<file path="config.mk">
export PLATFORM = sky130hd
export DESIGN_NAME = fetch_unit_flat
export DESIGN_NICKNAME = d
export VERILOG_FILES = /design/src/rtl/fetch_unit_if.sv /design/src/rtl/fetch_unit.sv /design/src/flat_wrapper.sv
export SDC_FILE = /design/constraint.sdc
export NUM_CORES = 1
export LEC_CHECK = 0
export BUFFER_PORTS_ARGS = -buffer_cell sky130_fd_sc_hd__buf_2
export CAP_MARGIN = 20
export CORE_MARGIN = 3
export CORE_UTILIZATION = 28
export CTS_BUF_LIST = sky130_fd_sc_hd__clkbuf_2
export CTS_CLUSTER_SIZE = 10
export DETAILED_ROUTE_END_ITERATION = 7
export PLACE_DENSITY = 0.51
export SLEW_MARGIN = 15
export SYNTH_ARGS = -nofsm -noshare
export SYNTH_HDL_FRONTEND = slang
export SYNTH_SLANG_ARGS = --single-unit
</file>
<file path="constraint.sdc">
create_clock -name clk -period 4.3 [get_ports clk]
set_input_delay 0.645 -clock clk [delete_from_list [all_inputs] [get_ports clk]]
set_output_delay 0.645 -clock clk [all_outputs]
set_load 0.02 [all_outputs]
</file>
<file path="src/rtl/fetch_unit_if.sv">
// ---------------------------------------------------------------------------
// fetch_unit_if
// Purpose : Groups the instruction-memory request/response handshake between
//           the fetch unit and instruction memory.
// Signals :
//   imem_req_valid   fetch unit -> imem   request valid
//   imem_req_ready   imem -> fetch unit   request accepted this cycle
//   imem_addr        fetch unit -> imem   fetch address (the current pc)
//   imem_resp_valid  imem -> fetch unit   instruction word valid
//   imem_resp_data   imem -> fetch unit   instruction word
// Modports: master = fetch unit side, slave = instruction memory side.
// ---------------------------------------------------------------------------
interface fetch_unit_if #(
    parameter int PC_WIDTH = 32
);
    logic                imem_req_valid;
    logic                imem_req_ready;
    logic [PC_WIDTH-1:0] imem_addr;
    logic                imem_resp_valid;
    logic [PC_WIDTH-1:0] imem_resp_data;

    modport master (
        output imem_req_valid,
        output imem_addr,
        input  imem_req_ready,
        input  imem_resp_valid,
        input  imem_resp_data
    );

    modport slave (
        input  imem_req_valid,
        input  imem_addr,
        output imem_req_ready,
        output imem_resp_valid,
        output imem_resp_data
    );
endinterface

</file>
<file path="src/rtl/fetch_unit.sv">
// ---------------------------------------------------------------------------
// fetch_unit
// Purpose : Instruction-fetch unit. Holds the pc, requests the instruction at
//           pc from imem over a valid/ready handshake, holds the returned
//           word for decode and, when decode advances, moves pc to the
//           sequential, branch, jump or register-jump successor.
// Ports   :
//   clk, reset        rising-edge clock, asynchronous active-high reset
//   imem              fetch_unit_if.master: request/response to imem
//   instr/instr_valid held instruction word and its valid flag
//   advance           decode consumes instr; control inputs sampled
//   branch, zero      taken branch when both high
//   jump, jump_reg    absolute jump, register-indirect jump
//   imm16             branch offset (sign-extended, shifted)
//   target_instr      jump target field
//   reg_target        jump_reg destination (low two bits forced to zero)
//   call, ret         return-address-stack push/pop hints
//   pc, pc_plus4      current pc and its sequential successor
// Configuration:
//   IFU_RAS_EN        when defined, adds a RAS_DEPTH-entry circular
//                     return-address stack driven by call/ret; otherwise
//                     call/ret are ignored.
// ---------------------------------------------------------------------------
module fetch_unit #(
    parameter int                    PC_WIDTH     = 32,
    parameter int                    IMM_WIDTH    = 16,
    parameter int                    TARGET_WIDTH = 26,
    parameter int                    BRANCH_SHIFT = 2,
    parameter logic [PC_WIDTH-1:0]   RESET_PC     = '0,
    parameter int                    RAS_DEPTH    = 4
) (
    input  logic                    clk,
    input  logic                    reset,
    fetch_unit_if.master            imem,
    output logic [PC_WIDTH-1:0]     instr,
    output logic                    instr_valid,
    input  logic                    advance,
    input  logic                    branch,
    input  logic                    zero,
    input  logic                    jump,
    input  logic                    jump_reg,
    input  logic [IMM_WIDTH-1:0]    imm16,
    input  logic [TARGET_WIDTH-1:0] target_instr,
    input  logic [PC_WIDTH-1:0]     reg_target,
    input  logic                    call,
    input  logic                    ret,
    output logic [PC_WIDTH-1:0]     pc,
    output logic [PC_WIDTH-1:0]     pc_plus4
);

    typedef enum logic [1:0] {
        S_IDLE,
        S_REQ,
        S_WAIT,
        S_HAVE
    } state_t;

    state_t state;
    state_t state_next;

    logic take_advance;
    logic load_instr;

    logic [PC_WIDTH-1:0] branch_offset;
    logic [PC_WIDTH-1:0] branch_target;
    logic [PC_WIDTH-1:0] jump_target;
    logic [PC_WIDTH-1:0] reg_aligned;
    logic [PC_WIDTH-1:0] reg_jump_target;
    logic [PC_WIDTH-1:0] next_pc;

    // The fetch address is always the architectural pc, so it stays stable
    // for as long as a request waits for imem_req_ready.
    assign imem.imem_addr = pc;
    assign pc_plus4       = pc + PC_WIDTH'(4);

    // Target arithmetic. The branch add wraps naturally at PC_WIDTH bits; the
    // jump keeps the region bits of pc_plus4; register jumps are word-aligned
    // by masking the low two bits.
    assign branch_offset = {{(PC_WIDTH-IMM_WIDTH){imm16[IMM_WIDTH-1]}}, imm16} << BRANCH_SHIFT;
    assign branch_target = pc_plus4 + branch_offset;
    assign jump_target   = {pc_plus4[PC_WIDTH-1:TARGET_WIDTH+2], target_instr, 2'b00};
    assign reg_aligned   = reg_target & ~PC_WIDTH'(3);

    // State register: reset lands in IDLE so the first request goes out one
    // cycle after reset is released.
    always_ff @(posedge clk or posedge reset) begin
        if (reset) begin
            state <= S_IDLE;
        end else begin
            state <= state_next;
        end
    end

    // Next-state and handshake decode. Response data outside WAIT and
    // advance outside HAVE are ignored simply by not being looked at there.
    always_comb begin
        state_next          = state;
        imem.imem_req_valid = 1'b0;
        take_advance        = 1'b0;
        load_instr          = 1'b0;
        case (state)
            S_IDLE: begin
                state_next = S_REQ;
            end
            S_REQ: begin
                imem.imem_req_valid = 1'b1;
                if (imem.imem_req_ready) begin
                    state_next = S_WAIT;
                end
            end
            S_WAIT: begin
                if (imem.imem_resp_valid) begin
                    load_instr = 1'b1;
                    state_next = S_HAVE;
                end
            end
            S_HAVE: begin
                if (advance) begin
                    take_advance = 1'b1;
                    state_next   = S_REQ;
                end
            end
            default: begin
                state_next = S_IDLE;
            end
        endcase
    end

    // Successor selection: register jump beats absolute jump beats a taken
    // branch; everything else falls through to pc_plus4.
    always_comb begin
        next_pc = pc_plus4;
        if (jump_reg) begin
            next_pc = reg_jump_target;
        end else if (jump) begin
            next_pc = jump_target;
        end else if (branch && zero) begin
            next_pc = branch_target;
        end
    end

    // pc and the held instruction. instr keeps its last value after advance;
    // only the valid flag drops until the next response lands.
    always_ff @(posedge clk or posedge reset) begin
        if (reset) begin
            pc          <= RESET_PC;
            instr       <= '0;
            instr_valid <= 1'b0;
        end else begin
            if (load_instr) begin
                instr       <= imem.imem_resp_data;
                instr_valid <= 1'b1;
            end
            if (take_advance) begin
                pc          <= next_pc;
                instr_valid <= 1'b0;
            end
        end
    end

`ifdef IFU_RAS_EN
    localparam int PTR_W = (RAS_DEPTH > 1) ? $clog2(RAS_DEPTH) : 1;
    localparam int CNT_W = $clog2(RAS_DEPTH + 1);

    logic [PC_WIDTH-1:0] ras_mem [RAS_DEPTH];
    logic [PTR_W-1:0]    ras_ptr;
    logic [PTR_W-1:0]    ras_top_idx;
    logic [CNT_W-1:0]    ras_count;
    logic                do_push;
    logic                do_pop;

    // ras_ptr is the next free slot; the top of stack sits just below it.
    // Because the depth is a power of two the pointer wraps on its own, and
    // a push onto a full stack lands on the oldest entry.
    assign ras_top_idx = ras_ptr - 1'b1;
    assign do_push     = take_advance && call && jump;
    assign do_pop      = take_advance && ret && jump_reg && (ras_count != '0);

    // A return with a live entry goes to the stacked address; an empty stack
    // falls back to the register target.
    assign reg_jump_target = (ret && (ras_count != '0)) ? ras_mem[ras_top_idx] : reg_aligned;

    // Stack update. Simultaneous pop and push replaces the top entry in place,
    // which leaves pointer and count untouched.
    always_ff @(posedge clk or posedge reset) begin
        if (reset) begin
            ras_ptr   <= '0;
            ras_count <= '0;
            for (int i = 0; i < RAS_DEPTH; i++) begin
                ras_mem[i] <= '0;
            end
        end else if (do_push && do_pop) begin
            ras_mem[ras_top_idx] <= pc_plus4;
        end else if (do_push) begin
            ras_mem[ras_ptr] <= pc_plus4;
            ras_ptr          <= ras_ptr + 1'b1;
            if (ras_count != CNT_W'(RAS_DEPTH)) begin
                ras_count <= ras_count + 1'b1;
            end
        end else if (do_pop) begin
            ras_ptr   <= ras_top_idx;
            ras_count <= ras_count - 1'b1;
        end
    end
`else
    localparam int unused_ras_depth = RAS_DEPTH;
    logic unused_ras_hints;

    // Without the stack the call/ret hints have no effect.
    assign unused_ras_hints = call ^ ret;
    assign reg_jump_target  = reg_aligned;
`endif

endmodule

</file>
<file path="src/flat_wrapper.sv">
// flat-port wrapper written by rule: the top's interface ports become plain ports
module fetch_unit_flat 
#(
    parameter int                    PC_WIDTH     = 32,
    parameter int                    IMM_WIDTH    = 16,
    parameter int                    TARGET_WIDTH = 26,
    parameter int                    BRANCH_SHIFT = 2,
    parameter logic [PC_WIDTH-1:0]   RESET_PC     = '0,
    parameter int                    RAS_DEPTH    = 4
)
  (clk, reset, instr, instr_valid, advance, branch, zero, jump, jump_reg, imm16, target_instr, reg_target, call, ret, pc, pc_plus4, imem_imem_req_valid, imem_imem_addr, imem_imem_req_ready, imem_imem_resp_valid, imem_imem_resp_data);
  fetch_unit_if #(.PC_WIDTH(PC_WIDTH)) imem_i ();
  input  logic clk;
  input  logic reset;
  output logic [PC_WIDTH-1:0] instr;
  output logic instr_valid;
  input  logic advance;
  input  logic branch;
  input  logic zero;
  input  logic jump;
  input  logic jump_reg;
  input  logic [IMM_WIDTH-1:0] imm16;
  input  logic [TARGET_WIDTH-1:0] target_instr;
  input  logic [PC_WIDTH-1:0] reg_target;
  input  logic call;
  input  logic ret;
  output logic [PC_WIDTH-1:0] pc;
  output logic [PC_WIDTH-1:0] pc_plus4;
  output wire logic [$bits(imem_i.imem_req_valid)-1:0] imem_imem_req_valid;
  output wire logic [$bits(imem_i.imem_addr)-1:0] imem_imem_addr;
  input wire logic [$bits(imem_i.imem_req_ready)-1:0] imem_imem_req_ready;
  input wire logic [$bits(imem_i.imem_resp_valid)-1:0] imem_imem_resp_valid;
  input wire logic [$bits(imem_i.imem_resp_data)-1:0] imem_imem_resp_data;
  assign imem_imem_req_valid = imem_i.imem_req_valid;
  assign imem_imem_addr = imem_i.imem_addr;
  assign imem_i.imem_req_ready = imem_imem_req_ready;
  assign imem_i.imem_resp_valid = imem_imem_resp_valid;
  assign imem_i.imem_resp_data = imem_imem_resp_data;
  fetch_unit #(.PC_WIDTH(PC_WIDTH), .IMM_WIDTH(IMM_WIDTH), .TARGET_WIDTH(TARGET_WIDTH), .BRANCH_SHIFT(BRANCH_SHIFT), .RESET_PC(RESET_PC), .RAS_DEPTH(RAS_DEPTH)) u_core (.clk(clk), .reset(reset), .imem(imem_i), .instr(instr), .instr_valid(instr_valid), .advance(advance), .branch(branch), .zero(zero), .jump(jump), .jump_reg(jump_reg), .imm16(imm16), .target_instr(target_instr), .reg_target(reg_target), .call(call), .ret(ret), .pc(pc), .pc_plus4(pc_plus4));
endmodule
</file>
==> flow_summary.toml <==
[synth]
syn_avg_cell_area_um2 = 8.38
ys_seq_area_share_pct = 28.7
ys_dominant_reg_cell = "dfrtp_1"
synth_edf_count = 0
ys_ff_latch = 65
synthArstFlopShare_pct = 100
synthCells = 676
netlist_area_um2 = 5660
synth_cell_types = 60
yosys_warnings = 0

[place]
placed_area_um2 = 6950
gp_congestion = 0.879
port_buffers = 236
place_inst = 1134
pre_cts_ws_ns = 0.377
dpl.hpwl_um = 15700

[power]
intPower_mw = 2.50
power_mw = 5.41
powerDensity_nw_per_um2 = 763
net-switching-power_mw = 2.91
pwr-share-seq_pct = 22.2
p_leak_nw = 3.44
power_frac_clock_pct = 8.4
comb_power_share_pct = 69.4
ir_drop_mv = 0.312
sw_frac_of_total_pct = 53.7

[critical_path]
worstReg2RegStart = "u_core.imem.imem_addr[4]"
critical-path-top-delay-family = "simple AND/OR/NAND/NOR gates"
slowest_delay_ns = 0.53
crit_path_top_delay_cell = "dfrtp_1"
required_ns = 4.80
path_cells = "and3_1 -> nand3_2 -> nor3_2 -> nand2_1 -> xnor2_1 -> ha_1 -> and3_1 -> a221oi_1 -> o41ai_1 -> a21oi_1 -> o21ai_1 -> nand2_1 -> mux2i_1 -> o21a_1"
arrival_ns = 4.48
worstSetupPathType = "reg -> reg"
worstSetupEndpointType = "flop"
start_kind = "flop"
crit_buf_inv = 0
r2r-end = "u_core.imem.imem_addr[30]"
cp_max_fo = 7
reg2reg_slack_ns = 0.31
r2r_cells = 14

[global_route]
track_usage_pct = 18.4
grt_pass1_wl_um = 31400
grt_max_degree = 66
grt_antenna_before_repair = 0
grt_overflow_total = 0
grt_pass1_vias = 5469

[final_layout]
fin_area_um2 = 7090
multi_input_area_um2 = 3600
layout-drive-gt1-share_pct = 36.1
n_antenna_cell = 0
fin_cells = 1151
register_area_um2 = 1630
utilization_pct = 36.1
area_growth_syn_to_layout_pct = 25.2
fill_cells = 2143
nets = 1039

[timing]
finalCriticalPeriod_ns = 3.99
finalSetupViolCount = 0
hold_violations = 0
min_period_over_period_pct = 92.8
timing.slew.headroom_pct = 38.7
tns_ns = 0
finClkSkew_ns = 0.0475
fin_hold_ws_ns = 0.289
rsz0062_at_grt = "false"
worst_pin_slew_ns = 0.919
fin_ws_ns = 0.310
drv_slew = 0
fmax_ghz = 0.251

[clock_tree]
clock_sinks = 65
root_buffer = "clkbuf_2"
cts_buffers = 9
path_clk_slew_ns = 0.29
post_cts_resized = 0
worstSkewPairLatency_ns = 0.58
cts_buffer_depth = 2
h-tree-depth = 3
hold_buffers = 0
cts_tree = "built"
cts_setup_buffers = 0

[floorplanning]
top_level_ports = 247
dieArea_um2 = 22000
die_w_um = 148
fp.dieH_um = 148
rows = 51
core_area_um2 = 19700
initial_core_util_pct = 28.8

[hold_path]
hp-class = "in -> reg"
min_from = "reg_target[18]"
whs_path_depth = 3
whs_endpoint = "u_core.imem.imem_addr[18]"

[detailed_routing]
avgRoutedWirePerCell_um = 18.0
drc = 0
viasPerCell = 4.93
drt_first_pass_iters = 4
ant_nets = 0
vias = 5672
drtIter0Drc = 332
drt_wl_total_um = 20800

[job]
drv_cap = 0

[outcome]
outcome = "completed"
-- flip-flops by register name, indices dropped and copies added, names as in the netlist --
register / cells
u_core.instr_valid: 1
u_core.state: 2
u_core.imem.imem_addr: 30
u_core.instr: 32
-- worst max path at each step --
| stage | end | startpoint | cells after the start |
|---|---|---|---|
| 2_1_floorplan | u_core.imem.imem_addr[20] | u_core.imem.imem_addr[4] | 14 |
| 3_3_place_gp | u_core.imem.imem_addr[28] | u_core.imem.imem_addr[4] | 14 |
| 3_5_place_dp | u_core.imem.imem_addr[30] | u_core.imem.imem_addr[4] | 14 |
| 4_1_cts | u_core.imem.imem_addr[30] | u_core.imem.imem_addr[4] | 14 |
| 5_1_grt | u_core.imem.imem_addr[30] | u_core.imem.imem_addr[4] | 14 |
| 6_report | u_core.imem.imem_addr[30] | u_core.imem.imem_addr[4] | 14 |
-- Yosys cell counts (all sizes together) (2+ instances only) --
| master | n | share of area, % |
|---|---|---|
| a31oi | 3 | 0.33 |
| o21a | 4 | 0.53 |
| or3 | 6 | 0.66 |
| nor2b | 6 | 0.66 |
| a221o | 2 | 0.35 |
| mux2i | 4 | 0.71 |
| o211ai | 8 | 1.1 |
| and2 | 5 | 0.55 |
| nand3 | 26 | 2.4 |
| o31ai | 2 | 0.75 |
| a211oi | 6 | 0.88 |
| nand4 | 14 | 1.5 |
| xor2 | 17 | 2.6 |
| and4 | 4 | 0.62 |
| ha | 40 | 8.8 |
| nor2 | 58 | 3.8 |
| xnor2 | 34 | 5.3 |
| nor3 | 8 | 0.88 |
| a2111oi | 2 | 0.31 |
| nand2 | 73 | 4.8 |
| o311ai | 4 | 0.62 |
| o41ai | 2 | 0.44 |
| a22oi | 2 | 0.27 |
| o21bai | 3 | 0.40 |
| a21boi | 2 | 0.40 |
| a21oi | 54 | 4.8 |
| o22ai | 5 | 0.55 |
| a21o | 12 | 1.6 |
| dfrtp | 65 | 29 |
| clkbuf | 27 | 1.9 |
| inv | 17 | 1.1 |
| a221oi | 9 | 1.5 |
| o211a | 2 | 0.35 |
| buf | 41 | 5.1 |
| a311oi | 2 | 0.31 |
| nand3b | 3 | 0.40 |
| and3 | 10 | 1.2 |
| o21ai | 52 | 4.6 |
| mux2 | 32 | 6.4 |
-- power groups by stage --
stage | logic [mW] | registers (mW) | clock network [mW]
6_report | 3.76 | 1.20 | 0.453
5_1_grt | 4.11 | 1.26 | 0.494
2_1_floorplan | 2.40 | 1.54 | 0
3_3_place_gp | 3.76 | 1.21 | 0
3_5_place_dp | 3.76 | 1.22 | 0
4_1_cts | 3.78 | 1.21 | 0.477
-- per-layer routing --
layer,vias to the layer above,wire (um),track usage (%)
li1,2806,-,-
met1,2668,9220,24.1
met2,180,9970,31.0
met3,18,1210,3.44
met4,0,344,5.03
met5,-,0,0
-- worst register-to-register path, cell delays in order, from the launching register on --
cell,delay [ns]
dfrtp_1,0.53
and3_1,0.24
nand3_2,0.15
nor3_2,0.43
nand2_1,0.28
xnor2_1,0.46
ha_1,0.39
and3_1,0.21
a221oi_1,0.27
o41ai_1,0.15
a21oi_1,0.25
o21ai_1,0.17
nand2_1,0.11
mux2i_1,0.18
o21a_1,0.12
-- area by class of cell --
cell class              count  area share, %
flip-flops and latches     65           22.9
repair buffers            257           18.9
clock inverters             7           1.17
multi-input cells         531           50.7
well taps                 265           4.68
inverters                  17          0.900
clock buffers               9          0.635
-- cells by family after synthesis --
kind of cell,share of synthesized area [%]
buffers and inverters,8.09
other,0.0662
AOI/OAI and AO/OA,21.1
adders and majority gates,9.19
xor gates and xnor gates,7.89
and+or+nand+nor,17.8
muxes,7.07
DFF,28.7
-- cell usage in the layout, fill, tap and decap left out, types with 12 or more instances in the layout --
master,instances
a21oi_1,53
nand3_1,25
nand4_1,14
buf_2,236
a21o_1,12
xor2_1,17
ha_1,40
o21ai_0,44
nand2_1,73
mux2_2,32
xnor2_1,34
buf_4,20
dfrtp_1,65
inv_1,16
nor2_1,58
No activity file was read; power rests on OpenSTA's default activity.
